### config.mk
export PLATFORM = sky130hd
export DESIGN_NAME = dispatch_ctrl_flat
export DESIGN_NICKNAME = d
export VERILOG_FILES = /design/src/rtl/dispatch_ctrl_if.sv /design/src/rtl/dispatch_ctrl.sv /design/src/flat_wrapper.sv
export SDC_FILE = /design/constraint.sdc
export NUM_CORES = 1
export LEC_CHECK = 0
export BUFFER_PORTS_ARGS = -buffer_cell sky130_fd_sc_hd__buf_2
export CORE_MARGIN = 2
export CORE_UTILIZATION = 40
export DETAILED_ROUTE_END_ITERATION = 10
export GPL_ROUTABILITY_DRIVEN = 0
export GPL_TIMING_DRIVEN = 0
export PLACE_DENSITY = 0.65
export SLEW_MARGIN = 10
export SYNTH_ARGS = -nofsm -noshare
export SYNTH_HDL_FRONTEND = slang
export SYNTH_SLANG_ARGS = --single-unit
### constraint.sdc
create_clock -name clk -period 3.55 [get_ports clk]
set_input_delay 0 -clock clk [delete_from_list [all_inputs] [get_ports clk]]
set_output_delay 0 -clock clk [all_outputs]
set_load 0.005 [all_outputs]
### src/rtl/dispatch_ctrl_if.sv
// Bundle between dispatch_ctrl and its neighbours: fetch push, decode loop-back,
// issue handshake and ROB/LSQ retirement/flush.
//   master: the dispatch_ctrl side (drives fetch_ready, dec_instr, disp_*, illegal,
//           rob_count, lsq_count)
//   slave : fetch/decode/issue/ROB/LSQ side (drives everything else)
interface dispatch_ctrl_if #(
  parameter int unsigned ROB_TAG_W = 4,
  parameter int unsigned LSQ_DEPTH = 8
);
  localparam int unsigned LsqCntW = $clog2(LSQ_DEPTH + 1);

  logic                 fetch_valid;
  logic                 fetch_ready;
  logic [31:0]          fetch_instr;
  logic [31:0]          dec_instr;
  logic                 dec_is_load;
  logic                 dec_is_store;
  logic                 dec_valid;
  logic                 disp_valid;
  logic                 disp_ready;
  logic [31:0]          disp_instr;
  logic [ROB_TAG_W-1:0] disp_rob_tag;
  logic                 disp_is_mem;
  logic                 rob_commit;
  logic                 lsq_release;
  logic                 flush;
  logic                 illegal;
  logic [ROB_TAG_W:0]   rob_count;
  logic [LsqCntW-1:0]   lsq_count;

  modport master (
    input  fetch_valid, fetch_instr, dec_is_load, dec_is_store, dec_valid,
           disp_ready, rob_commit, lsq_release, flush,
    output fetch_ready, dec_instr, disp_valid, disp_instr, disp_rob_tag,
           disp_is_mem, illegal, rob_count, lsq_count
  );

  modport slave (
    output fetch_valid, fetch_instr, dec_is_load, dec_is_store, dec_valid,
           disp_ready, rob_commit, lsq_release, flush,
    input  fetch_ready, dec_instr, disp_valid, disp_instr, disp_rob_tag,
           disp_is_mem, illegal, rob_count, lsq_count
  );
endinterface

### src/rtl/dispatch_ctrl.sv
// In-order dispatch sequencer. Buffers fetched words in a small FIFO, presents
// the head to an external combinational decoder, then dispatches one word per
// cycle on a valid/ready handshake, allocating a ROB tag (and an LSQ slot for
// memory ops). Stalls when ROB or LSQ is full, drops illegal heads, flushes.
// Ports:
//   clk   : rising-edge clock
//   rst_n : asynchronous active-low reset
//   bus   : dispatch_ctrl_if master modport (fetch, decode, issue, ROB/LSQ, flush)
module dispatch_ctrl #(
  parameter int unsigned IQ_DEPTH  = 4,
  parameter int unsigned ROB_TAG_W = 4,
  parameter int unsigned LSQ_DEPTH = 8
) (
  input  logic            clk,
  input  logic            rst_n,
  dispatch_ctrl_if.master bus
);
  localparam int unsigned PtrW    = $clog2(IQ_DEPTH);
  localparam int unsigned CntW    = PtrW + 1;
  localparam int unsigned RobCntW = ROB_TAG_W + 1;
  localparam int unsigned LsqCntW = $clog2(LSQ_DEPTH + 1);

  localparam logic [CntW-1:0]    IqCap  = CntW'(IQ_DEPTH);
  localparam logic [RobCntW-1:0] RobCap = {1'b1, {ROB_TAG_W{1'b0}}};
  localparam logic [LsqCntW-1:0] LsqCap = LsqCntW'(LSQ_DEPTH);

  typedef enum logic [1:0] {StRun, StStall, StFlush} state_e;

  state_e               state_q, state_d;
  logic [31:0]          mem_q [IQ_DEPTH];
  logic [PtrW-1:0]      rd_ptr_q, rd_ptr_d;
  logic [PtrW-1:0]      wr_ptr_q, wr_ptr_d;
  logic [CntW-1:0]      iq_cnt_q, iq_cnt_d;
  logic [ROB_TAG_W-1:0] tag_q, tag_d;
  logic [RobCntW-1:0]   rob_cnt_q, rob_cnt_d;
  logic [LsqCntW-1:0]   lsq_cnt_q, lsq_cnt_d;
  logic                 illegal_q, illegal_d;

  logic head_valid;
  logic is_mem;
  logic can_go;
  logic disp_valid;
  logic fetch_ready;
  logic fire;
  logic drop;
  logic push;
  logic pop;
  logic rob_dec;
  logic lsq_inc;
  logic lsq_dec;

  assign head_valid = (iq_cnt_q != '0);
  assign is_mem     = bus.dec_is_load | bus.dec_is_store;
  assign can_go     = head_valid & bus.dec_valid & (rob_cnt_q != RobCap) &
                      (~is_mem | (lsq_cnt_q != LsqCap));
  assign disp_valid = can_go & (state_q == StRun);
  // Reset is folded in so fetch sees no ready while the block is held in reset.
  assign fetch_ready = rst_n & (iq_cnt_q != IqCap) & (state_q != StFlush);

  // Flush dominates: nothing fires, drops or enters the buffer on a flush edge.
  assign fire    = disp_valid & bus.disp_ready & ~bus.flush;
  assign drop    = head_valid & ~bus.dec_valid & (state_q == StRun) & ~bus.flush;
  assign push    = bus.fetch_valid & fetch_ready & ~bus.flush;
  assign pop     = fire | drop;
  assign rob_dec = bus.rob_commit & (rob_cnt_q != '0);
  assign lsq_inc = fire & is_mem;
  assign lsq_dec = bus.lsq_release & (lsq_cnt_q != '0);

  assign bus.fetch_ready  = fetch_ready;
  assign bus.dec_instr    = head_valid ? mem_q[rd_ptr_q] : 32'h0;
  assign bus.disp_instr   = bus.dec_instr;
  assign bus.disp_valid   = disp_valid;
  assign bus.disp_rob_tag = tag_q;
  assign bus.disp_is_mem  = is_mem;
  assign bus.illegal      = illegal_q;
  assign bus.rob_count    = rob_cnt_q;
  assign bus.lsq_count    = lsq_cnt_q;

  always_comb begin
    state_d = state_q;
    unique case (state_q)
      StRun:   if (head_valid && bus.dec_valid && !can_go) state_d = StStall;
      StStall: if (can_go) state_d = StRun;
      StFlush: state_d = StRun;
      default: state_d = StRun;
    endcase
    if (bus.flush) state_d = StFlush;
  end

  always_comb begin
    rd_ptr_d  = rd_ptr_q;
    wr_ptr_d  = wr_ptr_q;
    iq_cnt_d  = iq_cnt_q;
    tag_d     = tag_q;
    rob_cnt_d = rob_cnt_q;
    lsq_cnt_d = lsq_cnt_q;
    illegal_d = drop;
    if (bus.flush) begin
      rd_ptr_d  = '0;
      wr_ptr_d  = '0;
      iq_cnt_d  = '0;
      tag_d     = '0;
      rob_cnt_d = '0;
      lsq_cnt_d = '0;
      illegal_d = 1'b0;
    end else begin
      if (pop)  rd_ptr_d = rd_ptr_q + PtrW'(1);
      if (push) wr_ptr_d = wr_ptr_q + PtrW'(1);
      iq_cnt_d = iq_cnt_q + CntW'(push) - CntW'(pop);
      if (fire) tag_d = tag_q + ROB_TAG_W'(1);
      // Simultaneous allocate and retire leaves the count unchanged.
      rob_cnt_d = rob_cnt_q + RobCntW'(fire) - RobCntW'(rob_dec);
      lsq_cnt_d = lsq_cnt_q + LsqCntW'(lsq_inc) - LsqCntW'(lsq_dec);
    end
  end

  always_ff @(posedge clk or negedge rst_n) begin
    if (!rst_n) begin
      state_q   <= StRun;
      rd_ptr_q  <= '0;
      wr_ptr_q  <= '0;
      iq_cnt_q  <= '0;
      tag_q     <= '0;
      rob_cnt_q <= '0;
      lsq_cnt_q <= '0;
      illegal_q <= 1'b0;
    end else begin
      state_q   <= state_d;
      rd_ptr_q  <= rd_ptr_d;
      wr_ptr_q  <= wr_ptr_d;
      iq_cnt_q  <= iq_cnt_d;
      tag_q     <= tag_d;
      rob_cnt_q <= rob_cnt_d;
      lsq_cnt_q <= lsq_cnt_d;
      illegal_q <= illegal_d;
    end
  end

  // Payload storage needs no reset: dec_instr is masked whenever the buffer is empty.
  always_ff @(posedge clk) begin
    if (push) mem_q[wr_ptr_q] <= bus.fetch_instr;
  end
endmodule
### src/flat_wrapper.sv
// flat-port wrapper written by rule: the top's interface ports become plain ports
module dispatch_ctrl_flat 
#(
  parameter int unsigned IQ_DEPTH  = 4,
  parameter int unsigned ROB_TAG_W = 4,
  parameter int unsigned LSQ_DEPTH = 8
)
  (clk, rst_n, bus_fetch_valid, bus_fetch_instr, bus_dec_is_load, bus_dec_is_store, bus_dec_valid, bus_disp_ready, bus_rob_commit, bus_lsq_release, bus_flush, bus_fetch_ready, bus_dec_instr, bus_disp_valid, bus_disp_instr, bus_disp_rob_tag, bus_disp_is_mem, bus_illegal, bus_rob_count, bus_lsq_count);
  dispatch_ctrl_if #(.ROB_TAG_W(ROB_TAG_W), .LSQ_DEPTH(LSQ_DEPTH)) bus_i ();
  input  logic clk;
  input  logic rst_n;
  input wire logic [$bits(bus_i.fetch_valid)-1:0] bus_fetch_valid;
  input wire logic [$bits(bus_i.fetch_instr)-1:0] bus_fetch_instr;
  input wire logic [$bits(bus_i.dec_is_load)-1:0] bus_dec_is_load;
  input wire logic [$bits(bus_i.dec_is_store)-1:0] bus_dec_is_store;
  input wire logic [$bits(bus_i.dec_valid)-1:0] bus_dec_valid;
  input wire logic [$bits(bus_i.disp_ready)-1:0] bus_disp_ready;
  input wire logic [$bits(bus_i.rob_commit)-1:0] bus_rob_commit;
  input wire logic [$bits(bus_i.lsq_release)-1:0] bus_lsq_release;
  input wire logic [$bits(bus_i.flush)-1:0] bus_flush;
  output wire logic [$bits(bus_i.fetch_ready)-1:0] bus_fetch_ready;
  output wire logic [$bits(bus_i.dec_instr)-1:0] bus_dec_instr;
  output wire logic [$bits(bus_i.disp_valid)-1:0] bus_disp_valid;
  output wire logic [$bits(bus_i.disp_instr)-1:0] bus_disp_instr;
  output wire logic [$bits(bus_i.disp_rob_tag)-1:0] bus_disp_rob_tag;
  output wire logic [$bits(bus_i.disp_is_mem)-1:0] bus_disp_is_mem;
  output wire logic [$bits(bus_i.illegal)-1:0] bus_illegal;
  output wire logic [$bits(bus_i.rob_count)-1:0] bus_rob_count;
  output wire logic [$bits(bus_i.lsq_count)-1:0] bus_lsq_count;
  assign bus_i.fetch_valid = bus_fetch_valid;
  assign bus_i.fetch_instr = bus_fetch_instr;
  assign bus_i.dec_is_load = bus_dec_is_load;
  assign bus_i.dec_is_store = bus_dec_is_store;
  assign bus_i.dec_valid = bus_dec_valid;
  assign bus_i.disp_ready = bus_disp_ready;
  assign bus_i.rob_commit = bus_rob_commit;
  assign bus_i.lsq_release = bus_lsq_release;
  assign bus_i.flush = bus_flush;
  assign bus_fetch_ready = bus_i.fetch_ready;
  assign bus_dec_instr = bus_i.dec_instr;
  assign bus_disp_valid = bus_i.disp_valid;
  assign bus_disp_instr = bus_i.disp_instr;
  assign bus_disp_rob_tag = bus_i.disp_rob_tag;
  assign bus_disp_is_mem = bus_i.disp_is_mem;
  assign bus_illegal = bus_i.illegal;
  assign bus_rob_count = bus_i.rob_count;
  assign bus_lsq_count = bus_i.lsq_count;
  dispatch_ctrl #(.IQ_DEPTH(IQ_DEPTH), .ROB_TAG_W(ROB_TAG_W), .LSQ_DEPTH(LSQ_DEPTH)) u_core (.clk(clk), .rst_n(rst_n), .bus(bus_i));
endmodule
-- Yosys cells after proc, flatten, opt, wreduce, memory -nomap -nowiden
Memory sizes are Yosys's and may differ from the RTL's.
Cells that the tools add are included.
- reduce and logical (&&, ||, !) cells: 11
- muxes and demuxes: 17
- add/subtract/negate cells: 9
- bitwise gates (word level): 22
- equal/unequal tests: 7
- operators by type and width (cell ; count):
    $mux 32 ; 1
    $and 1x1->1 ; 16
    $mux 2 ; 7
    $mux 4 ; 3
    $ne 3x3->1 const B ; 2
    $reduce_bool 2->1 ; 3
    $add 5x1->5 ; 1
    $mux 5 ; 1
    $ne 5x5->1 const B ; 1
    $reduce_bool 5->1 ; 1
    $sub 5x1->5 ; 1
    $add 2x1->2 const B ; 2
    $add 4x1->4 ; 1
    $add 4x1->4 const B ; 1
    $ne 4x4->1 const B ; 1
    $pmux 2 s2 ; 1
    $reduce_bool 4->1 ; 1
    $sub 4x1->4 ; 1
    $add 3x1->3 ; 1
    $mux 1 ; 3
    $mux 3 ; 1
    $ne 3x2->1 const B ; 1
    $not 1->1 ; 3
    $or 1x1->1 ; 3
    other kinds (8) ; 9
- RAM bits: 128
- word-level logic and storage cells: 75
- memories kept: 1
- bits of input ports: 42
- flip-flop bits (word level): 23
- output and inout bits: 81
- memories (name ; depth ; bits a word ; rd ports ; clocked after memory_dff ; write ports ; RTL line ; source):
    u_core.mem_q ; 4 ; 32 ; 1 ; 0 ; 1 ; dispatch_ctrl.sv:30 ; logic [31:0] mem_q [IQ_DEPTH];

-- Logic depth before layout (Yosys ltp)
Gate-level depths: netlist of run 1.
- depth in word-level cells: 11
- mapped depth: 14
- depth with buffers taken out: 14

-- Worst setup path before layout of run 1
OpenSTA, ideal clock, no wires.
- path type: flip-flop to flip-flop
- from: reg u_core.lsq_cnt_q[2] (netlist: u_core.bus.lsq_count[2])
- to: reg u_core.iq_cnt_q[2]
- arrival time: 2.600 ns
- cell stages (with the launch flop): 15
- setup slack: 0.819 ns
- setup time: 0.132 ns
- path buffers: 0
- clock period less this slack: 2.731 ns
- data required time: 3.418 ns
- cell sequence: dfrtp_1 > inv_1 > ha_1 > or3b_4 > o211a_1 > nand3_1 > o21bai_1 > ha_1 > inv_1 > ha_1 > inv_1 > fa_1 > xor2_1 > xnor2_1 > nor2_1
- longest elaborated chain between the ends: 9
- ends and longest elaborated chain (item ; RTL line ; source):
    from (decl) ; dispatch_ctrl.sv:36 ; logic [LsqCntW-1:0] lsq_cnt_q, lsq_cnt_d;
    from (signal assigned) ; dispatch_ctrl.sv:134 ; lsq_cnt_q <= lsq_cnt_d;
    $ne 4x4->1 ; dispatch_ctrl.sv:55 ; (~is_mem | (lsq_cnt_q != LsqCap));
    $or 1x1->1 ; dispatch_ctrl.sv:55 ;
    $and 1x1->1 ; dispatch_ctrl.sv:54 ; assign can_go = head_valid & bus.dec_valid & (rob_cnt_q != RobCap) &
    $and 1x1->1 ; dispatch_ctrl.sv:56 ; assign disp_valid = can_go & (state_q == StRun);
    $and 1x1->1 (2 in series) ; dispatch_ctrl.sv:61 ; assign fire = disp_valid & bus.disp_ready & ~bus.flush;
    $or 1x1->1 ; dispatch_ctrl.sv:64 ; assign pop = fire | drop;
    $sub 3x1->3 ; dispatch_ctrl.sv:109 ; iq_cnt_d = iq_cnt_q + CntW'(push) - CntW'(pop);
    $mux 3 ; dispatch_ctrl.sv:98 ; if (bus.flush) begin
    net u_core.iq_cnt_d[2] ; dispatch_ctrl.sv:33 ; logic [CntW-1:0] iq_cnt_q, iq_cnt_d;
    to (signal assigned) ; dispatch_ctrl.sv:131 ; iq_cnt_q <= iq_cnt_d;
    to (decl) ; dispatch_ctrl.sv:33 ;
The timed path passes the listed nets, and every way through them passes these cells.
A chain may end at the register's enable or synchronous reset.

-- Worst setup path in the final report of run 1
Ends and elaborated chain as after synthesis.

==> metrics, run 1 <==
status completed; Worst-Margin Slew 689 ps; CP Max Fanout 4; clock latency on the worst-skew pair 420 ps; post-synthesis sequential element count 151; Clk pwr share 33.5%; CP startpoint kind flop; Synth cell types 44; Main synth FF type edfxtp_1; yosys warns 0; Fmax achieved 337 MHz; crit path DAT 3250 ps; metal3 WL 426 um; Syn Area/Cell 17.0 sq um; Reg clk slew, reported paths 60 ps; Crit. End Element flop; routed len/inst 16.3 um; Layout Nets 634; synthesized area 6610 sq um; TritonCTS Sinks 151; Synth Instances 388; vias per cell 4.70; fin crit period 2970 ps; switch share 27.3%; crit-path cells inv_1 -> ha_1 -> or3b_4 -> o211a_1 -> nand3_1 -> o21bai_1 -> ha_1 -> inv_1 -> ha_1 -> inv_1 -> fa_1 -> xor2_1 -> xnor2_1 -> nor2_1; Placement Setup Slack 604 ps; vias in the first global route 4077; Die X 133 um; Critical Path RT 3830 ps; die area 17600 sq um; DR vias 3751; Comb power frac 28.8%; clk_skew 6.51 ps; syn nets 452; # setup viols final 0; EDFF count, synth 128; routed metal-1 wire length 5440 um; Hold Vio Cnt, Final 0; WL final 13000 um; Fillers 1361; crit path max-delay cell type or3b_4; Post-synth ARST share 15.2%; most frequent cells in the layout edfxtp_1 (128), buf_2 (125), nor2b_1 (40); Sequential Power Share 37.7%; Antenna diodes 0; Worst IR Drop VDD 403 uV; Longest Clk Path Bufs 2; global route total overflow 0; fin area 8580 sq um; io pins 123; sequential fraction of the synthesis area 66.9%; DRC violations left 0; worst setup margin 580 ps; Slew Limit Fails 0; Hold Slack 22.6 ps; cts bufs inserted 17; post-cts repair resize count 0; Syn-to-layout area delta 29.9%; Starting Density 41.3%; number of max-cap violations 0; CTS tree built; Placeable Area 16000 sq um; Slew headroom 54.1%; CP peak stage delay 400 ps; router iterations before antenna repair 5; Pint 4.00 mW; Sw Pwr 1.50 mW; Detail Route Antenna Nets 0; Die Height 133 um; setup TNS 0 ps; fraction of layout cells with a size suffix above 1 41.1%; H-Tree Depth 4; Lkg Pwr 3.43 nW; DP Wirelength 8850 um; ratio of final minimum period to clock period 83.7%; first-pass GRT wire length 21300 um; Post-CTS Setup Bufs 0; Worst Setup Path Type reg2reg; top sig layer met4; Pwr Density 641 nW/um^2; Layout Utilization 53.6%; RSZ-0062 raised after global routing false; most common cell after layout, fill and taps aside edfxtp_1; clk root buf clkbuf_16; Hold Buf Count CTS 37; PortBufs 122; largest net degree at the start of global routing 26; # rows 46; DRT iter0 DRCs 142; placed cell area 7600 sq um; antenna violations before repair 0; metal2 WL 6930 um; worst hold path class in2reg; GRT Overall Usage 15.8%
[synthesized netlist by cell type (2+ instances only)]
cell | number | area (sq um)
edfxtp_1 | 128 | 3840
o21bai_1 | 2 | 15.0
mux2_2 | 2 | 22.5
o21ai_0 | 3 | 15.0
buf_2 | 3 | 15.0
dfrtp_1 | 23 | 576
xnor2_1 | 5 | 43.8
buf_4 | 35 | 263
a21oi_1 | 6 | 30.0
nor2_1 | 14 | 52.6
buf_1 | 2 | 7.51
o211a_1 | 2 | 20.0
nand3_1 | 3 | 15.0
a21o_1 | 2 | 15.0
inv_1 | 24 | 90.1
clkbuf_1 | 7 | 26.3
nor2_2 | 2 | 12.5
nand4_1 | 2 | 12.5
ha_1 | 19 | 238
nor3_1 | 4 | 20.0
fa_1 | 3 | 60.1
mux4_2 | 32 | 721
nor2b_1 | 40 | 250
xor2_1 | 2 | 17.5
and2_1 | 4 | 25.0
[per-layer routing]
| layer | vias up | global-route usage [%] |
|---|---|---|
| li1 | 1783 | - |
| met1 | 1876 | 18.7 |
| met2 | 77 | 28.1 |
| met3 | 15 | 3.68 |
| met4 | 0 | 5.91 |
| met5 | - | 0 |
[cell families after synthesis]
| logic type | synth area share (%) |
|---|---|
| AND/OR/NAND/NOR | 7.33 |
| XOR/XNOR | 0.928 |
| buffers and inverters | 6.08 |
| adder cells (fa/ha/maj) | 4.51 |
| flip-flops | 66.9 |
| multiplexers | 11.4 |
| AO/OA/AOI/OAI | 2.88 |
[sequential cells by signal (all words and copies together), names as in the netlist]
name / flops
u_core.mem_q: 128
u_core.bus.rob_count: 5
u_core.bus.disp_rob_tag: 4
u_core.bus.lsq_count: 4
u_core.iq_cnt_q: 3
u_core.rd_ptr_q: 2
u_core.state_q: 2
u_core.wr_ptr_q: 2
u_core.bus.illegal: 1
[path summary, 6_finish.rpt]
| kind | slack [ps] | startpoint | cells past startpoint | end |
|---|---|---|---|---|
| min in group asynchronous | 120 | rst_n | 2 | u_core.bus.rob_count[2] |
| setup / recovery | 580 | u_core.bus.lsq_count[2] | 14 | u_core.iq_cnt_q[2] |
| max in group asynchronous | 3030 | rst_n | 2 | u_core.iq_cnt_q[0] |
| hold reg to reg | 510 | u_core.state_q[1] | 1 | u_core.state_q[0] |
| hold / removal | 20 | bus_dec_valid | 4 | u_core.state_q[0] |
| setup reg to reg | 580 | u_core.bus.lsq_count[2] | 14 | u_core.iq_cnt_q[2] |
[per-stage QoR]
step           instances  total power, mW
2_1_floorplan        388             3.09
3_3_place_gp         726             3.64
3_5_place_dp         730             3.69
4_1_cts              798             5.58
5_1_grt              798             5.81
6_report             798             5.51
[critical path, delay by kind of cell (launching register included)]
| family | cells | cell delay (ps) |
|---|---|---|
| adders and majority gates | 4 | 930 |
| and+or+nand+nor | 3 | 630 |
| DFF | 1 | 370 |
| AOI/OAI and AO/OA | 2 | 350 |
| xor gates and xnor gates | 2 | 340 |
| buffers and inverters | 3 | 210 |
[power groups by stage]
stage / sequential, mW / combinational (mW) / clock, mW
CTS: 2.07 / 1.63 / 1.88
finish: 2.07 / 1.59 / 1.85
global route: 2.08 / 1.78 / 1.95
detailed placement: 2.11 / 1.58 / 0
floorplan: 2.11 / 0.985 / 0
global placement: 2.11 / 1.53 / 0
[area by class of cell]
cell class                      instances  area, sq um  share of cell area [%]
Multi-Input combinational cell        166         1790                    20.9
Inverter                               24         90.1                    1.05
Sequential cell                       151         4420                    51.5
Timing Repair Buffer                  163         1090                    12.7
Tap cell                              216          270                    3.15
Buffer                                 47          312                    3.63
Clock buffer                           18          429                    5.00
Clock inverter                         13          180                    2.10
Power figures use the tool's default switching activity.
==> run 2: changes to the inputs <==
==> constraint.sdc (replaced) <==
create_clock -name clk -period 3 [get_ports clk]
set_input_delay 0 -clock clk [delete_from_list [all_inputs] [get_ports clk]]
set_output_delay 0 -clock clk [all_outputs]
set_load 0.005 [all_outputs]
==> metrics, run 2 (same netlist as run 1, synthesis figures left out) <==
Reg clk slew, reported paths 60 ps (about the same); Pwr Density 760 nW/um^2 (was 641 nW/um^2); Crit. End Element flop (unchanged); setup TNS 0 ps (unchanged); RSZ-0062 raised after global routing false (unchanged); number of max-cap violations 0 (unchanged); status completed (unchanged); Placeable Area 16000 sq um (unchanged); DP Wirelength 8850 um (unchanged); vias per cell 4.69 (was 4.70); Critical Path RT 3280 ps (was 3830 ps); DRC violations left 0 (unchanged); Placement Setup Slack 54.2 ps (was 604 ps); Overall Power 6.54 mW (was 5.51 mW); placed cell area 7600 sq um (unchanged); Hold Vio Cnt, Final 0 (unchanged); fin crit period 2860 ps (was 2970 ps); clock latency on the worst-skew pair 420 ps (about the same); DRT iter0 DRCs 143 (was 142); TritonCTS Sinks 151 (unchanged); crit path launch u_core.bus.lsq_count[2] (unchanged); Post-CTS Setup Bufs 0 (unchanged); CTS tree built (unchanged); vias in the first global route 4077 (unchanged); Largest Register u_core.mem_q (unchanged); router iterations before antenna repair 5 (unchanged); Hold Slack 24.4 ps (was 22.6 ps); crit path DAT 3140 ps (was 3250 ps); Fmax achieved 349 MHz (was 337 MHz); Starting Density 41.3% (unchanged); most frequent cells in the layout edfxtp_1 (128), buf_2 (125), nor2b_1 (40) (unchanged); Layout Utilization 53.8% (was 53.6%); io pins 123 (unchanged); routed len/inst 16.3 um (about the same); Detail Route Antenna Nets 0 (unchanged); Layout Cells excl Fill 798 (unchanged); CP peak stage delay 410 ps (was 400 ps); DR vias 3746 (was 3751); Worst path most repeated cell ha_1; Slew headroom 54.1% (about the same); most common cell after layout, fill and taps aside edfxtp_1 (unchanged); Antenna diodes 0 (unchanged); CP startpoint kind flop (unchanged); Die X 133 um (unchanged); fin area 8610 sq um (was 8580 sq um); # rows 46 (unchanged); crit path max-delay cell type or3b_4 (unchanged); PortBufs 122 (unchanged); # setup viols final 0 (unchanged); WP buf/inv 3 (unchanged); hold_sp bus_dec_valid (unchanged); die area 17600 sq um (unchanged); GRT Overall Usage 15.8% (unchanged); Syn-to-layout area delta 30.2% (was 29.9%); clk root buf clkbuf_16 (unchanged); RR Startpoint u_core.bus.lsq_count[2] (unchanged); first-pass GRT wire length 21300 um (unchanged); cts bufs inserted 17 (unchanged); H-Tree Depth 4 (unchanged); max reg flops 128 (unchanged); delay-heaviest family, CP adder cells (unchanged); global route total overflow 0 (unchanged); largest net degree at the start of global routing 26 (unchanged); fraction of layout cells with a size suffix above 1 41.9% (was 41.1%); Slew Limit Fails 0 (unchanged); Worst Setup Path Type reg2reg (unchanged); Fillers 1358 (was 1361); ratio of final minimum period to clock period 95.4% (was 83.7%); Layout Nets 634 (unchanged); worst setup margin 137 ps (was 580 ps); CP Max Fanout 4 (unchanged); antenna violations before repair 0 (unchanged); crit-path cells inv_2 -> ha_1 -> or3b_4 -> o211a_4 -> nand3_2 -> o21bai_1 -> ha_1 -> inv_1 -> ha_1 -> inv_1 -> fa_2 -> xor2_2 -> xnor2_1 -> nor2_1 (was inv_1 -> ha_1 -> or3b_4 -> o211a_1 -> nand3_1 -> o21bai_1 -> ha_1 -> inv_1 -> ha_1 -> inv_1 -> fa_1 -> xor2_1 -> xnor2_1 -> nor2_1); worst hold path class in2reg (unchanged); WL final 13000 um (about the same); Die Height 133 um (unchanged); Worst IR Drop VDD 477 uV (was 403 uV); Worst-Margin Slew 689 ps (about the same); Lkg Pwr 3.42 nW (was 3.43 nW); clk_skew 6.49 ps (was 6.51 ps); Longest Clk Path Bufs 2 (unchanged); placed cells 730 (unchanged)
-- run 2: cell counts in the layout (fill, tap and decap cells not counted) --
No cell type changed its count.
-- run 2: per-layer routing --
layer,global-route usage (%),wire length (um),share of wire (%),up-vias
met4,5.91,189,1.5,0
li1,-,-,-,1779
met5,0,0,0,-
met1,18.7,5450,42,1875
met2,28.1,6960,53,77
met3,3.68,432,3.3,15
-- run 2: path summary, 6_finish.rpt --
kind / endpoint / slack [ps] / cells past startpoint
max: u_core.iq_cnt_q[2] / 140 / 14
min in group asynchronous: u_core.bus.rob_count[2] / 130 / 2
max reg2reg: u_core.iq_cnt_q[2] / 140 / 14
min: u_core.state_q[0] / 20 / 4
min reg2reg: u_core.state_q[0] / 500 / 1
max in group asynchronous: u_core.iq_cnt_q[0] / 2480 / 2
-- run 2: what timing repair did --
| action | 4_1_cts | 5_1_grt |
|---|---|---|
| hold endpoints to repair | 155 | 0 |
| setup endpoints to repair | 0 | 1 |
| resized for setup | 0 | 5 |
| hold buffers | 37 | 0 |
-- run 2: area by class of cell --
| type | instances | area [sq um] | share of cell area [%] |
|---|---|---|---|
| clock inverters | 13 | 180 | 2.09 |
| inverters | 24 | 90.1 | 1.05 |
| clock buffers | 18 | 429 | 4.99 |
| repair buffers | 163 | 1090 | 12.7 |
| multi-input cells | 166 | 1810 | 21.1 |
| well taps | 216 | 270 | 3.14 |
| flip-flops and latches | 151 | 4420 | 51.4 |
| plain buffers | 47 | 312 | 3.62 |
-- run 2: worst reg2reg max path, cell delays in order (launching register included) --
cell,delay [ps]
dfrtp_1,380
inv_2,70
ha_1,140
or3b_4,410
o211a_4,260
nand3_2,110
o21bai_1,80
ha_1,290
inv_1,60
ha_1,130
inv_1,50
fa_2,350
xor2_2,160
xnor2_1,190
nor2_1,60
-- run 2: power by group --
group	total [mW]	internal (mW)	switching, mW
Sequential	2.46	2.38	0.0819
Clock	2.19	1.38	0.804
Combinational	1.89	0.991	0.902
==> run 3: changes to the inputs <==
--- a/config.mk
+++ b/config.mk
@@ -5,13 +5,14 @@
 export SDC_FILE = /design/constraint.sdc
 export NUM_CORES = 1
 export LEC_CHECK = 0
+export ABC_AREA = 1
 export BUFFER_PORTS_ARGS = -buffer_cell sky130_fd_sc_hd__buf_2
 export CORE_MARGIN = 2
 export CORE_UTILIZATION = 40
 export DETAILED_ROUTE_END_ITERATION = 10
 export GPL_ROUTABILITY_DRIVEN = 0
 export GPL_TIMING_DRIVEN = 0
-export PLACE_DENSITY = 0.65
+export PLACE_DENSITY_LB_ADDON = 0.15
 export SLEW_MARGIN = 10
 export SYNTH_ARGS = -nofsm -noshare
 export SYNTH_HDL_FRONTEND = slang
==> metrics, run 3 <==
GRT Overall Usage 17.9% (was 15.8%); fin crit period 2560 ps (was 2860 ps); Critical Path RT 3130 ps (was 3280 ps); Synth cell types 34 (was 44); crit path DAT 2690 ps (was 3140 ps); DR vias 4723 (was 3746); placed cells 934 (was 730); synthesized area 6700 sq um (was 6610 sq um); Syn Area/Cell 11.4 sq um (was 17.0 sq um); TritonCTS Sinks 151 (unchanged); RSZ-0062 raised after global routing false (unchanged); vias in the first global route 4722 (was 4077); CP startpoint kind input port (was flop); fraction of layout cells with a size suffix above 1 26.7% (was 41.9%); io pins 123 (unchanged); cell accounting for the most synthesized area edfxtp_1 (unchanged); DRC violations left 0 (unchanged); Layout Nets 834 (was 634); number of max-cap violations 0 (unchanged); ratio of final minimum period to clock period 85.4% (was 95.4%); Largest Register u_core.mem_q (unchanged); sequential fraction of the synthesis area 65.9% (was 66.9%); Longest Clk Path Bufs 2 (unchanged); fin area 8630 sq um (was 8610 sq um); Detail Route Antenna Nets 0 (unchanged); syn nets 653 (was 452); Starting Density 40.7% (was 41.3%); Post-CTS Setup Bufs 0 (unchanged); antenna violations before repair 0 (unchanged); Fillers 1480 (was 1358); Die Height 133 um (about the same); yosys warns 0 (unchanged); WL final 15200 um (was 13000 um); Antenna diodes 0 (unchanged); DRT iter0 DRCs 318 (was 143); max reg flops 128 (unchanged); post-synthesis sequential element count 151 (unchanged); commonest cells in the netlist nor2_1 (151), edfxtp_1 (128), o21ai_0 (70) (was edfxtp_1 (128), nor2b_1 (40), buf_4 (35)); Die X 133 um (about the same); most frequent cell after synthesis nor2_1 (was edfxtp_1); top sig layer met4 (unchanged); register area 4420 sq um (unchanged); CP Max Fanout 24 (was 4); vias per cell 4.71 (was 4.69); Placeable Area 16500 sq um (was 16000 sq um); most common cell after layout, fill and taps aside nor2_1 (was edfxtp_1); Main synth FF type edfxtp_1 (unchanged); metal3 WL 832 um (was 432 um); Pwr Density 796 nW/um^2 (was 760 nW/um^2); PortBufs 121 (was 122); die area 17800 sq um (was 17600 sq um); Worst Setup Path Type in2reg (was reg2reg); H-Tree Depth 4 (unchanged); EDFF count, synth 128 (unchanged); Fmax achieved 390 MHz (was 349 MHz); # rows 47 (was 46); DP Wirelength 9910 um (was 8850 um); Slew Limit Fails 0 (unchanged); router iterations before antenna repair 4 (was 5); area fraction of the dominant cell type after synthesis 57.4% (was 58.2%); Hold Vio Cnt, Final 0 (unchanged); first-pass GRT wire length 24500 um (was 21300 um); # setup viols final 0 (unchanged); worst hold path class in2reg (unchanged); Crit. End Element flop (unchanged); clock latency on the worst-skew pair 420 ps (about the same); clk_skew 7.29 ps (was 6.49 ps); Reg clk slew, reported paths 60 ps (about the same); Syn-to-layout area delta 28.8% (was 30.2%); metal2 WL 7620 um (was 6960 um); global route total overflow 0 (unchanged); status completed (unchanged); CTS tree built (unchanged); most frequent cells in the layout nor2_1 (147), edfxtp_1 (128), buf_2 (126) (was edfxtp_1 (128), buf_2 (125), nor2b_1 (40)); multi-input logic area 1770 sq um (was 1810 sq um); Slew headroom 57.8% (was 54.1%); Layout Cells excl Fill 1003 (was 798); largest net degree at the start of global routing 27 (was 26); routed metal-1 wire length 6550 um (was 5450 um); placed cell area 7710 sq um (was 7600 sq um); Lkg Pwr 3.63 nW (was 3.42 nW); Worst-Margin Slew 632 ps (was 689 ps); Synth Instances 589 (was 388); routed len/inst 15.1 um (was 16.3 um); Hold Slack 102 ps (was 24.4 ps); synth top area cells edfxtp_1 (57%), dfrtp_1 (8.6%), nor2_1 (8.5%) (was edfxtp_1 (58%), mux4_2 (11%), dfrtp_1 (8.7%)); cts bufs inserted 17 (unchanged); Post-synth ARST share 15.2% (unchanged); clk root buf clkbuf_16 (unchanged); Worst IR Drop VDD 460 uV (was 477 uV)
[run 3: changes by cell type after synthesis, sizes merged, moves of 5 or more]
| cell | change |
|---|---|
| buf | +5 |
| o21ai | +69 |
| nand2 | +21 |
| mux4 | -32 |
| nor2b | -40 |
| clkbuf | +9 |
| nor3 | -5 |
| a21oi | +33 |
| nand3 | +7 |
| inv | +16 |
| nor2 | +137 |
[run 3: where the power goes]
group	internal [mW]	switching [mW]	total [mW]
sequential	2.39	0.0787	2.47
combinational	1.08	1.35	2.43
clock	1.20	0.778	1.98
total	4.67	2.20	6.87
[run 3: area by class of cell]
class / count / area share (%)
Multi-Input combinational cell: 336 / 20.5
Buffer: 61 / 4.48
Timing Repair Buffer: 162 / 12.5
Tap cell: 220 / 3.19
Sequential cell: 151 / 51.2
Inverter: 41 / 1.78
Clock buffer: 20 / 5.06
Clock inverter: 12 / 1.28
[run 3: kinds of logic after synthesis]
group | share of synthesized area, %
compound gates | 8.72
fa+ha+maj | 4.44
flops | 65.9
simple gates | 11.8
xor+xnor | 1.05
buf+inv | 8.07
[run 3: final timing paths]
check	to	from	depth (start not counted)	slack, ps
max	u_core.mem_q[1][19]	rst_n	9	440
min	u_core.state_q[0]	bus_dec_is_load	4	100
max reg2reg	u_core.iq_cnt_q[2]	u_core.bus.rob_count[3]	15	490
min reg2reg	u_core.state_q[0]	u_core.state_q[1]	3	560
max in group asynchronous	u_core.iq_cnt_q[0]	rst_n	2	2510
min in group asynchronous	u_core.bus.rob_count[2]	rst_n	2	110
[run 3: through the flow]
stage | TNS (ps) | worst slack (ps) | util [%] | total power [mW]
5_1_grt | 0 | 213 | 52.4 | 7.35
4_1_cts | 0 | 391 | 52.4 | 6.96
3_5_place_dp | 0 | 472 | 46.9 | 4.92
2_1_floorplan | 0 | 222 | - | 4.00
3_3_place_gp | -149960 | -1250 | 46.0 | 4.86
6_report | 0 | 437 | 52.4 | 6.87
[run 3: routing by layer]
metal	track usage [%]	up-vias
met5	0	-
met4	6.03	0
met3	4.53	15
met2	31.2	137
met1	21.8	2236
li1	-	2335
[run 3: worst max-delay path, cell delays in order]
cell           delay, ps
dlygate4sd3_1        520
buf_2                470
o21ai_0              210
a21oi_1              220
nand2_1              130
nor2_2               160
inv_1                180
nor2_4               530
buf_16               240
[run 3: repair_timing]
item | in CTS | in global routing
gates resized for setup | 0 | 0
hold endpoints to repair | 156 | 0
hold buffers | 37 | 0
